$ cat src/rtl/mem_port_arbiter.sv
// Two-requester arbiter for the single CPU-side memory port: DMA has priority
// with a bounded run length, one transaction in flight, and a watchdog abort.
`timescale 1ns/1ps
module mem_port_arbiter #(
    parameter int DMA_RUN_MAX = 4,
    parameter int TIMEOUT     = 255
) (
    input  logic        clk,
    input  logic        rst,
    input  logic [31:0] cpu_addr,
    input  logic [31:0] cpu_wdata,
    input  logic [1:0]  cpu_width,
    input  logic        cpu_read,
    input  logic        cpu_write,
    output logic [31:0] cpu_rdata,
    output logic        cpu_ok,
    output logic        cpu_err,
    input  logic [31:0] dma_addr,
    input  logic [31:0] dma_wdata,
    input  logic [1:0]  dma_width,
    input  logic        dma_read,
    input  logic        dma_write,
    output logic [31:0] dma_rdata,
    output logic        dma_ok,
    output logic        dma_err,
    output logic [31:0] mem_addr,
    output logic [31:0] mem_wdata,
    output logic [1:0]  mem_width,
    output logic        mem_read,
    output logic        mem_write,
    input  logic [31:0] mem_rdata,
    input  logic        mem_ok,
    output logic        busy,
    output logic        owner
);

    typedef enum logic {IDLE = 1'b0, BUSY = 1'b1} state_t;

    localparam logic [3:0] RUN_LIMIT  = 4'(DMA_RUN_MAX);
    localparam logic [7:0] WDOG_LIMIT = 8'(TIMEOUT - 1);

    state_t      state_reg;
    logic        owner_reg;
    logic [3:0]  run_cnt_reg;
    logic [7:0]  wdog_reg;
    logic [31:0] mem_addr_reg;
    logic [31:0] mem_wdata_reg;
    logic [1:0]  mem_width_reg;
    logic        mem_read_reg;
    logic        mem_write_reg;
    logic [1:0]  err_reg;

    // Requester index 0 is the CPU, index 1 is the DMA engine.
    logic [1:0]  req_read;
    logic [1:0]  req_write;
    logic [1:0]  req_valid;
    logic [1:0]  req_illegal;
    logic [1:0]  ok_vec;
    logic [31:0] req_addr  [2];
    logic [31:0] req_wdata [2];
    logic [1:0]  req_width [2];
    logic [31:0] rdata_vec [2];

    assign req_read     = {dma_read, cpu_read};
    assign req_write    = {dma_write, cpu_write};
    assign req_addr[0]  = cpu_addr;
    assign req_addr[1]  = dma_addr;
    assign req_wdata[0] = cpu_wdata;
    assign req_wdata[1] = dma_wdata;
    assign req_width[0] = cpu_width;
    assign req_width[1] = dma_width;

    genvar gi;
    generate
        for (gi = 0; gi < 2; gi++) begin : g_port
            localparam logic PORT_ID = 1'(gi);
            logic is_owner;
            assign is_owner        = (state_reg == BUSY) && (owner_reg == PORT_ID);
            assign req_valid[gi]   = req_read[gi] ^ req_write[gi];
            assign req_illegal[gi] = req_read[gi] & req_write[gi];
            assign ok_vec[gi]      = is_owner & mem_ok;
            assign rdata_vec[gi]   = is_owner ? mem_rdata : 32'd0;
        end
    endgenerate

    // DMA yields only once it has used up its run while the CPU is waiting.
    logic dma_wins;
    logic cpu_wins;
    logic win_id;
    assign dma_wins = req_valid[1] && (!req_valid[0] || (run_cnt_reg != RUN_LIMIT));
    assign cpu_wins = req_valid[0] && !dma_wins;
    assign win_id   = dma_wins;

    always_ff @(posedge clk) begin
        if (rst) begin
            state_reg     <= IDLE;
            owner_reg     <= 1'b0;
            run_cnt_reg   <= 4'd0;
            wdog_reg      <= 8'd0;
            mem_addr_reg  <= 32'd0;
            mem_wdata_reg <= 32'd0;
            mem_width_reg <= 2'd0;
            mem_read_reg  <= 1'b0;
            mem_write_reg <= 1'b0;
            err_reg       <= 2'b00;
        end else begin
            err_reg <= 2'b00;
            if (state_reg == IDLE) begin
                err_reg <= req_illegal;
                if (!req_valid[1]) begin
                    run_cnt_reg <= 4'd0;
                end
                if (dma_wins || cpu_wins) begin
                    state_reg     <= BUSY;
                    owner_reg     <= win_id;
                    wdog_reg      <= 8'd0;
                    mem_addr_reg  <= req_addr[win_id];
                    mem_wdata_reg <= req_wdata[win_id];
                    mem_width_reg <= req_width[win_id];
                    mem_read_reg  <= req_read[win_id];
                    mem_write_reg <= req_write[win_id];
                    if (cpu_wins) begin
                        run_cnt_reg <= 4'd0;
                    end else if (run_cnt_reg != RUN_LIMIT) begin
                        run_cnt_reg <= run_cnt_reg + 4'd1;
                    end
                end
            end else begin
                // A completion on the timeout cycle wins over the abort.
                if (mem_ok) begin
                    state_reg     <= IDLE;
                    mem_read_reg  <= 1'b0;
                    mem_write_reg <= 1'b0;
                end else if (wdog_reg == WDOG_LIMIT) begin
                    state_reg          <= IDLE;
                    mem_read_reg       <= 1'b0;
                    mem_write_reg      <= 1'b0;
                    err_reg[owner_reg] <= 1'b1;
                    wdog_reg           <= wdog_reg + 8'd1;
                end else begin
                    wdog_reg <= wdog_reg + 8'd1;
                end
            end
        end
    end

    assign mem_addr  = mem_addr_reg;
    assign mem_wdata = mem_wdata_reg;
    assign mem_width = mem_width_reg;
    assign mem_read  = mem_read_reg;
    assign mem_write = mem_write_reg;
    assign busy      = (state_reg == BUSY);
    assign owner     = owner_reg;
    assign cpu_ok    = ok_vec[0];
    assign dma_ok    = ok_vec[1];
    assign cpu_rdata = rdata_vec[0];
    assign dma_rdata = rdata_vec[1];
    assign cpu_err   = err_reg[0];
    assign dma_err   = err_reg[1];

endmodule

$ cat config.mk
export PLATFORM = sky130hd
export DESIGN_NAME = mem_port_arbiter
export DESIGN_NICKNAME = d
export VERILOG_FILES = /design/src/rtl/mem_port_arbiter.sv
export SDC_FILE = /design/constraint.sdc
export NUM_CORES = 1
export LEC_CHECK = 0
export ABC_AREA = 1
export CAP_MARGIN = 25
export CELL_PAD_IN_SITES_DETAIL_PLACEMENT = 0
export CELL_PAD_IN_SITES_GLOBAL_PLACEMENT = 1
export CORE_AREA = 5 5 143 172
export CTS_CLUSTER_DIAMETER = 150
export DETAILED_ROUTE_END_ITERATION = 10
export DIE_AREA = 0 0 148 177
export GPL_TIMING_DRIVEN = 0
export PLACE_DENSITY_LB_ADDON = 0.1
export SLEW_MARGIN = 40
export SYNTH_ARGS = -nofsm -noshare
export SYNTH_HDL_FRONTEND = slang
export SYNTH_SLANG_ARGS = --single-unit
$ cat constraint.sdc
create_clock -name clk -period 1.3 [get_ports clk]
set_input_delay 0.26 -clock clk [delete_from_list [all_inputs] [get_ports clk]]
set_output_delay 0.26 -clock clk [all_outputs]
set_load 0.02 [all_outputs]
Word-level counts from Yosys, hierarchy flattened
Cells that the tools add are included.
{"block": "word_totals", "input_bits": 171, "register_bits": 84, "out_inout_bits": 138, "wordCells": 79}
{"block": "classes", "muxes": 37, "n_lt_le_gt_ge": 4, "reduce_logical": 13, "n_eq_ne": 4, "bitwise": 9, "add_sub_neg": 2}
{"operator": "2-to-1 mux 32 bit", "count": 8}
{"operator": "2-to-1 mux 8 bit", "count": 3}
{"operator": "2-to-1 mux 4 bit", "count": 4}
{"operator": "2-to-1 mux 1 bit", "count": 15}
{"operator": "2-to-1 mux 2 bit", "count": 6}
{"operator": "adder 8 x 1 -> 8 bit (second input constant)", "count": 1}
{"operator": "equality test 8 bit (second input constant)", "count": 1}
{"operator": "AND reduction 2 bit", "count": 3}
{"operator": "logical AND 1 bit", "count": 5}
{"operator": "adder 4 x 1 -> 4 bit (second input constant)", "count": 1}
{"operator": "bitwise AND 1 bit", "count": 4}
{"operator": "< comparator 1 x 2 -> 1 bit (second input constant)", "count": 2}
{"operator": "inequality test 4 x 3 -> 1 bit (second input constant)", "count": 1}
{"operator": "inequality test 3 x 2 -> 1 bit (second input constant)", "count": 1}
{"operator": "greater-or-equal comparator 2 bit (second input constant)", "count": 1}
{"operator": "zero test 1 bit", "count": 2}
{"operator": "logical OR 1 bit", "count": 2}
{"operator": "inequality test 2 bit (second input constant)", "count": 1}
{"operator": "NOT 1 bit", "count": 2}
{"operator": "NOT 1 -> 2 bit", "count": 1}
{"operator": "nonzero test 2 bit", "count": 1}
{"operator": "XOR 1 bit", "count": 2}
{"operator": "demux 1 bit (select 1 bit)", "count": 1}
{"operator": "greater-or-equal comparator 1 bit (second input constant)", "count": 1}

Longest topological paths before layout
Gate-level depths: netlist (run 1).
{"block": "depth", "depth_word": 9, "mapped_depth": 11, "ltp_nobuf": 10}

Least setup slack after synthesis (run 1)
No wires, ideal clock.
{"block": "synth_path", "path_type": "register to output", "start": "register state_reg, in the netlist busy", "end": "output dma_rdata[10]", "path_buffers": 1, "setup_slack_ps": -201, "arrival_time_ps": 1241, "path_stages_with_launch": 4, "cell_sequence": "dfxtp_1 -> nand2_1 -> clkbuf_1 -> nor2_1"}
{"block": "synth_via", "elab_chain_cells": 2}
{"element": "start, declared", "line": "42", "source": "state_t state_reg;"}
{"element": "start signal, assigned", "line": "96", "source": "state_reg <= IDLE;"}
{"element": "start signal, assigned", "line": "114", "source": "state_reg <= BUSY;"}
{"element": "start signal, assigned", "line": "131", "source": "state_reg <= IDLE;"}
{"element": "logical AND 1 bit", "line": "78", "source": "assign is_owner = (state_reg == BUSY) && (owner_reg == PORT_ID);"}
{"element": "2-to-1 mux 32 bit", "line": "82", "source": "assign rdata_vec[gi] = is_owner ? mem_rdata : 32'd0;"}
{"element": "end, declared", "line": "23", "source": "output logic [31:0] dma_rdata,"}
No other way between the ends.

Final worst setup path (run 1)
{"block": "layout_path", "start": "register owner_reg, in the netlist owner", "end": "output cpu_rdata[12]"}
{"block": "layout_via", "elab_chain_cells": 3}
{"element": "start, declared", "line": "43", "source": "logic owner_reg;"}
{"element": "start signal, assigned", "line": "115", "source": "owner_reg <= win_id;"}
{"element": "NOT 1 bit", "line": "78"}
{"element": "logical AND 1 bit", "line": "78"}
{"element": "2-to-1 mux 32 bit", "line": "82"}
{"element": "end, declared", "line": "15", "source": "output logic [31:0] cpu_rdata,"}
No other way between the ends.

==> results of run 1 <==
-- cell families (layout without fill, tap and decap cells) --
family                   Yosys count  in the layout  synth area share
other                              0              1                 0
buffers and inverters            162            524             0.142
adder cells (fa/ha/maj)            6              6            0.0160
AO/OA/AOI/OAI                     17             17            0.0205
XOR/XNOR                           3              3           0.00559
AND/OR/NAND/NOR                  540            540             0.459
flip-flops                        84             84             0.357
-- metrics by stage --
stage	instances	setup WS (ns)	total power [mW]
after CTS	1448	-0.301	11.1
final	1458	-0.305	11.1
after global routing	1458	-0.382	11.8
after detailed placement	1402	-1.06	7.14
after global placement	1402	-1.08	7.14
after floorplan	812	-0.0990	5.21
-- power by group through the flow --
stage	logic, mW	registers, mW	clock network, mW
4_1_cts	4.63	3.10	3.38
3_3_place_gp	3.99	3.15	0
2_1_floorplan	1.68	3.52	0
5_1_grt	5.21	3.15	3.44
6_report	4.78	3.10	3.24
3_5_place_dp	3.98	3.15	0
-- routing by layer --
metal  track usage  vias to the layer above
li1              -                     3138
met5             0                        -
met1         0.185                     2591
met2         0.293                      208
met4        0.0497                        0
met3        0.0561                       16
-- Yosys cell counts --
library cell / count / share of area
clkbuf_1: 9 / 0.0072
a21oi_1: 10 / 0.011
nand2_2: 1 / 0.0013
nand3_1: 77 / 0.082
o22ai_1: 1 / 0.0013
nand4_1: 5 / 0.0066
xor2_1: 3 / 0.0056
a211oi_1: 2 / 0.0032
buf_4: 3 / 0.0048
o21bai_1: 1 / 0.0016
buf_1: 5 / 0.0040
nor2_1: 215 / 0.17
buf_2: 26 / 0.028
nor2_4: 1 / 0.0024
dfxtp_1: 84 / 0.36
nor2_2: 1 / 0.0013
o21ai_0: 2 / 0.0021
ha_1: 6 / 0.016
inv_1: 114 / 0.091
buf_6: 2 / 0.0048
inv_2: 3 / 0.0024
nor3_1: 3 / 0.0032
nand2_1: 235 / 0.19
or2_0: 1 / 0.0013
nand3b_1: 1 / 0.0016
o21a_1: 1 / 0.0016
-- final cells by class --
type,count,area (µm²)
Fill cell,2350,12600
Sequential cell,84,1690
Tap cell,283,354
Multi-Input combinational cell,566,3230
Inverter,117,457
Timing Repair Buffer,349,3600
Antenna cell,1,2.50
Clock inverter,4,120
Clock buffer,11,253
Buffer,43,515
-- critical path, stage by stage, from the launching register on --
cell and delay [ns]:
dfxtp_4 0.37, inv_4 0.08, nand2_8 0.10, clkbuf_16 0.20
nor2_4 0.11, buf_6 0.13
-- what timing repair did --
action / in CTS / in global routing
setup endpoints to repair: 222 / 189
hold buffers: 0 / 0
gates resized for setup: 689 / 154
pin swaps: 31 / 15
setup buffers: 23 / 8
cloned: 10 / 2
-- how the worst max path moves through the flow --
stage,startpoint,to,cells after the start,slack [ns]
floorplan,cpu_write,mem_addr[25],10,-0.1
global placement,cpu_read,mem_addr[19],11,-1.08
detailed placement,cpu_write,mem_addr[21],11,-1.06
CTS,busy,dma_rdata[30],4,-0.30
global route,run_cnt_reg[0],mem_wdata[7],11,-0.38
finish,owner,cpu_rdata[12],5,-0.30
==> results_dict.tcl, run 1 <==
set metrics [dict create \
    status "complete, but fails checks" \
    violations "negative setup slack" \
    track_usage 0.165 \
    fin_area_um2 10200 \
    cp.arrival_ns 1.34 \
    syn_avg_cell_area_um2 5.79 \
    setup_viol 149 \
    ant_nets 0 \
    worstReg2RegEnd "mem_addr[24]" \
    yosysSeqAreaShare 0.357 \
    rr_worst_depth 11 \
    syn_to_final_growth_pct 117 \
    tns_ns -31.83 \
    vias 5953 \
    clk_latency_ns 0.34 \
    wl_met1_um 9070 \
    io_buffers 307 \
    synth-seq-cells 84 \
    grt_overflow 0 \
    io_pins 309 \
    drc 0 \
    die_w_um 148 \
    comb_power_share 0.430 \
    p_switching_mw 3.78 \
    slew_violations 0 \
    wl_met2_um 11300 \
    powerDensity_nw_per_um2 1090 \
    worstMarginPinSlew_ns 0.550 \
    die-area_um2 26200 \
    start_kind "register" \
    slew-limit-headroom 0.633 \
    wl_per_cell_um 15.5 \
    highest_layer "met4" \
    hp-start "dma_write" \
    fin_util 0.448 \
    finalHoldViolCount 0 \
    rsz0062_at_grt "true" \
    syn_inst 812 \
    cts_max_level 3 \
    rows 61 \
    min_path_type "input port to register" \
    antenna_found_initial 1 \
    tritoncts "built" \
    cts_sinks 84 \
    critPathKind "register to output port" \
    power_frac_seq 0.279 \
    syn_nets 989 \
    final_common_cell "nand2_1" \
    timing.fmax_mhz 623 \
    cp_max_fo 7 \
    wl_um 22700 \
    dp_hpwl_um 17000 \
    drive_gt1_frac 0.307 \
    p_int_mw 7.34 \
    core_area_um2 22800 \
    sw_frac_of_total 0.340 \
    postPlaceCellArea_um2 8520 \
    final_cell_mix "203 x nand2_1, 164 x clkdlybuf4s50_1, 143 x nor2_1" \
    grt_max_degree 14 \
    place.gp.congestion 0.767 \
    final.setup.worst_slack_ns -0.305 \
    grt_pass1_vias 5838 \
    fin_crit_sh 1.23 \
    numCtsBuffers 9 \
    wl_met3_um 2010 \
    r2r_slack_ns -0.28 \
    ir_worst_vdd_mv 0.605 \
    critPathRequiredTime_ns 1.04 \
    fp.dieH_um 177 \
    yosys_warnings 0 \
    start_util 0.206 \
    path_clk_slew_ns 0.06 \
    fin_skew_ns 0.00931 \
    hold_depth 4 \
    holdPathEnd "err_reg[1]" \
    first_iter_violations 156 \
    cts_root_buffer "clkbuf_16" \
    nNetsFinal 1347 \
    fin_crit_ns 1.60 \
    p_leak_nw 4.96 \
    cap_violations 0 \
    grt_pass1_wl_um 33500 \
    dr.pass1.iters 4 \
    r2r_start "run_cnt_reg[0]" \
    timing.hold.ws_ns 0.329 \
    pwr-share-clk 0.291 \
    syn_area_um2 4700 \
    ys_types 26 \
    worstSetupEndpointType "output port" \
    via_per_inst 4.08 \
    cts_buffer_depth 2 \
]
No activity file was read; power rests on OpenSTA's default activity.
==> run 2, diff against run 1 <==
Settings changed: CORE_AREA 5 5 143 172 to 5 5 121 146, DIE_AREA 0 0 148 177 to 0 0 126 151, DONT_BUFFER_PORTS from default to 1.
==> run 2 against run 1 <==
  * The flow still finishes with violations (negative setup slack)
  * Count of clock-buffer cells in the layout is 1 lower
  * Sequential power is 16% higher
  * Sequential cell count stayed put
  * Cell area is 27% lower
  * Maximum frequency is 1.7% lower
  * Cell count is 26% lower
  * Global-route usage is 2.5 points higher
==> results_dict.tcl, run 2 (synthesized netlist as in run 1, its figures left out) <==
set metrics [dict create \
    status "complete, but fails checks" \
    violations "negative setup slack" \
    start_kind "register" \
    fin_crit_sh 1.26 \
    clk_latency_ns 0.35 \
    dr.pass1.iters 4 \
    drive_gt1_frac 0.372 \
    final_cell_mix "154 x nand2_1, 147 x nor2_1, 108 x inv_1" \
    numCtsBuffers 9 \
    slew_violations 0 \
    wl_um 18800 \
    critPathKind "register to output port" \
    final_common_cell "nand2_1" \
    slew-limit-headroom 0.627 \
    vias 5098 \
    io_buffers 0 \
    nNetsFinal 1043 \
    dp_hpwl_um 13400 \
    via_per_inst 4.71 \
    fill_cells 1627 \
    die-area_um2 19000 \
    cts_buffer_depth 2 \
    wl_met3_um 1800 \
    wl_met2_um 9340 \
    grt_overflow 0 \
    wl_met1_um 7120 \
    fin_crit_ns 1.63 \
    fin_skew_ns 0.00827 \
    final-seq-area_um2 1690 \
    io_pins 309 \
    grt_pass1_wl_um 28400 \
    finalHoldViolCount 0 \
    setup_viol 138 \
    tritoncts "built" \
    cp_max_fo 8 \
    cts_root_buffer "clkbuf_16" \
    syn_to_final_growth_pct 58.2 \
    p_leak_nw 3.72 \
    rows 51 \
    cp.arrival_ns 1.37 \
    antenna_found_initial 0 \
    cts_max_level 3 \
    rsz0062_at_grt "true" \
    worstMarginPinSlew_ns 0.560 \
    tns_ns -36.20 \
    cts_sinks 84 \
    place.gp.congestion 0.854 \
    grt_pass1_vias 5093 \
    timing.fmax_mhz 612 \
    antenna_cells 0 \
    highest_layer "met4" \
    ir_worst_vdd_mv 0.522 \
    drc 0 \
    die_w_um 126 \
    wl_per_cell_um 17.3 \
    path_clk_slew_ns 0.07 \
    multiInputGateArea_um2 3610 \
    worstSetupEndpointType "output port" \
    ant_nets 0 \
    cap_violations 0 \
    powerDensity_nw_per_um2 1310 \
    track_usage 0.190 \
    fp.dieH_um 151 \
    grt_max_degree 15 \
    core_area_um2 16100 \
    final.setup.worst_slack_ns -0.333 \
    first_iter_violations 208 \
    p_total_mw 9.75 \
    critPathRequiredTime_ns 1.04 \
    min_path_type "input port to register" \
    rr_worst_depth 11 \
    start_util 0.293 \
    hold_depth 4 \
]
## run 2: changes by cell type in the layout (fill, tap and decap cells not counted), sizes merged
cell | before | now
buf | 142 | 73
bufinv | 4 | 2
clkbuf | 57 | 22
clkdlybuf4s15 | 37 | 0
clkdlybuf4s50 | 164 | 0
clkinv | 0 | 2
clkinvlp | 0 | 1
diode | 1 | 0
dlygate4sd2 | 3 | 0
inv | 117 | 119
nand2 | 236 | 238
## run 2: per-stage QoR
stage	hold slack [ns]	area [µm²]	std cells	setup WS, ns	utilization
floorplan	0.449	5100	812	-0.0990	-
global placement	0.459	5360	1024	-0.451	0.333
global route	0.0789	7440	1083	-0.380	0.463
detailed placement	0.464	5360	1024	-0.465	0.333
finish	0.0827	7440	1083	-0.333	0.463
CTS	0.0702	7180	1076	-0.338	0.446
## run 2: critical path, stage by stage (launching register included)
cell      delay [ns]
dfxtp_4         0.52
nand2_4         0.14
clkbuf_8        0.20
nor2_4          0.15
## run 2: where the power goes
part / switching (mW) / internal, mW
Clock: 1.11 / 1.74
Combinational: 1.89 / 1.40
Sequential: 0.696 / 2.91
## run 2: final cells by class
| cell class | count | share of cell area |
|---|---|---|
| Buffer | 44 | 0.0669 |
| Sequential cell | 84 | 0.227 |
| Multi-Input combinational cell | 568 | 0.485 |
| Clock buffer | 10 | 0.0321 |
| Timing Repair inverter | 1 | 0.00219 |
| Timing Repair Buffer | 41 | 0.0787 |
| Clock inverter | 6 | 0.0116 |
| Inverter | 117 | 0.0603 |
| Tap cell | 212 | 0.0356 |
## run 2: metal layers
layer | GRT usage | up-vias
li1 | - | 2546
met1 | 0.213 | 2316
met2 | 0.325 | 208
met3 | 0.0716 | 28
met4 | 0.0778 | 0
met5 | 0 | -
## run 2: repair_timing
action	CTS	global route
gates cloned	17	3
hold buffers	0	0
gates resized for setup	268	52
buffers inserted	21	4
endpoints found under the setup margin	150	149
pin swaps	78	32
## run 2: worst paths after layout
path	from	endpoint	slack, ns
worst min register to register	wdog_reg[7]	wdog_reg[7]	0.49
worst max-delay path	busy	dma_rdata[18]	-0.33
worst max register to register	run_cnt_reg[1]	mem_addr[23]	-0.31
worst min-delay path	dma_wdata[26]	mem_wdata[26]	0.08
==> run 3, diff against run 2 <==
Settings changed: CORE_AREA 5 5 121 146 to 2 2 118 143, DIE_AREA 0 0 126 151 to 0 0 120 145, SLEW_MARGIN 40 to 20.
==> run 3 against run 2 <==
  * The run still ends with negative setup slack left
  * Worst setup slack improved by 0.015 ns
  * Maximum frequency is 0.92% higher
  * Total power decreased by 2.0%
  * Global-route usage is 0.27 points higher
  * Die area fell by 8.5%
  * Largest power group unchanged
==> results_dict.tcl, run 3 (synthesized netlist as in run 1, its figures left out) <==
set metrics [dict create \
    die-area_um2 17400 \
    slew-limit-headroom 0.630 \
    cp.arrival_ns 1.36 \
    p_int_mw 5.95 \
    track_usage 0.192 \
    p_leak_nw 3.72 \
    nNetsFinal 1037 \
    power_frac_seq 0.377 \
    rows 51 \
    cts_buffer_depth 2 \
    fin_crit_sh 1.24 \
    vias 5038 \
    powerDensity_nw_per_um2 1290 \
    worstMarginPinSlew_ns 0.555 \
    io_pins 309 \
    first_iter_violations 181 \
    critPathRequiredTime_ns 1.04 \
    dp_hpwl_um 12600 \
    final.setup.worst_slack_ns -0.318 \
    p_switching_mw 3.60 \
    fin_util 0.464 \
    status "complete, but fails checks" \
    fp.dieH_um 145 \
    path_clk_slew_ns 0.06 \
    slew_violations 0 \
    fin_area_um2 7430 \
    numCtsBuffers 9 \
    antenna_found_initial 0 \
    via_per_inst 4.68 \
    rsz0062_at_grt "true" \
    worstSetupEndpointType "output port" \
    tns_ns -34.92 \
    ant_nets 0 \
    final_common_cell "nand2_1" \
    fin_crit_ns 1.62 \
    cts_max_level 3 \
    tritoncts "built" \
    grt_pass1_wl_um 26400 \
    violations "negative setup slack" \
    wl_um 17500 \
    antenna_cells 0 \
    dr.pass1.iters 6 \
    ir_worst_vdd_mv 0.474 \
    p_total_mw 9.55 \
    drc 0 \
    grt_pass1_vias 4825 \
    start_util 0.294 \
    start_kind "register" \
    grt_overflow 0 \
    grt_max_degree 18 \
    cts_root_buffer "clkbuf_16" \
    cts_sinks 84 \
    postPlaceCellArea_um2 5360 \
    syn_to_final_growth_pct 57.9 \
    critPathKind "register to output port" \
    min_path_type "input port to register" \
    die_w_um 120 \
    drive_gt1_frac 0.383 \
    setup_viol 141 \
    comb_power_share 0.341 \
    cp_max_fo 7 \
    fin_skew_ns 0.00437 \
    io_buffers 0 \
    core_area_um2 16000 \
    fill_cells 1619 \
    cap_violations 0 \
    wl_per_cell_um 16.3 \
    place_ws_ns -0.475 \
    clk_latency_ns 0.34 \
    place.gp.congestion 0.771 \
    pwr-share-clk 0.282 \
    finalHoldViolCount 0 \
    sw_frac_of_total 0.377 \
    timing.fmax_mhz 618 \
    final_cell_mix "149 x nand2_1, 146 x nor2_1, 107 x inv_1" \
]
-- run 3: layout make-up --
type / instances / area (µm²) / share of cell area
multi-input combinational: 567 / 3670 / 0.495
sequential: 84 / 1690 / 0.228
timing repair buffer: 38 / 551 / 0.0741
buffer: 43 / 485 / 0.0654
inverter: 117 / 454 / 0.0611
tap: 212 / 265 / 0.0357
clock buffer: 9 / 225 / 0.0303
clock inverter: 6 / 80.1 / 0.0108
-- run 3: worst max-delay path: stages, from the launching register on --
cell and delay [ns]:
dfxtp_4 0.51, nand2_8 0.12, clkbuf_16 0.19, nor2_4 0.19
-- run 3: what timing repair did --
action	4_1_cts	5_1_grt
hold buffers	0	0
setup endpoints to repair	150	150
pin swaps	69	80
buffers inserted	16	7
cloned	15	1
resized for setup	262	80
-- run 3: per-layer routing --
metal / part of all wire / GRT usage / vias up
li1: - / - / 2526
met1: 0.38 / 0.208 / 2282
met2: 0.51 / 0.339 / 203
met3: 0.084 / 0.0625 / 27
met4: 0.024 / 0.0812 / 0
met5: 0 / 0 / -
-- run 3: power by group through the flow --
stage | logic [mW] | registers [mW] | clock network [mW]
2_1_floorplan | 1.68 | 3.52 | 0
6_report | 3.25 | 3.60 | 2.69
5_1_grt | 3.58 | 3.65 | 2.90
3_5_place_dp | 2.09 | 3.66 | 0
4_1_cts | 3.08 | 3.61 | 2.79
3_3_place_gp | 2.05 | 3.66 | 0
-- run 3: final timing paths --
kind              slack [ns]            from             to  cells past startpoint
hold / removal          0.09    dma_addr[27]   mem_addr[27]                      4
hold reg to reg         0.48     wdog_reg[4]    wdog_reg[4]                      2
setup / recovery       -0.32            busy   cpu_rdata[1]                      3
setup reg to reg       -0.29  run_cnt_reg[0]  mem_wdata[30]                     11
-- run 3: metrics by stage --
| step | hold slack, ns | cells |
|---|---|---|
| final | 0.0939 | 1076 |
| after global routing | 0.0864 | 1076 |
| after CTS | 0.0789 | 1069 |
| after detailed placement | 0.463 | 1024 |
| after global placement | 0.458 | 1024 |
| after floorplan | 0.449 | 812 |
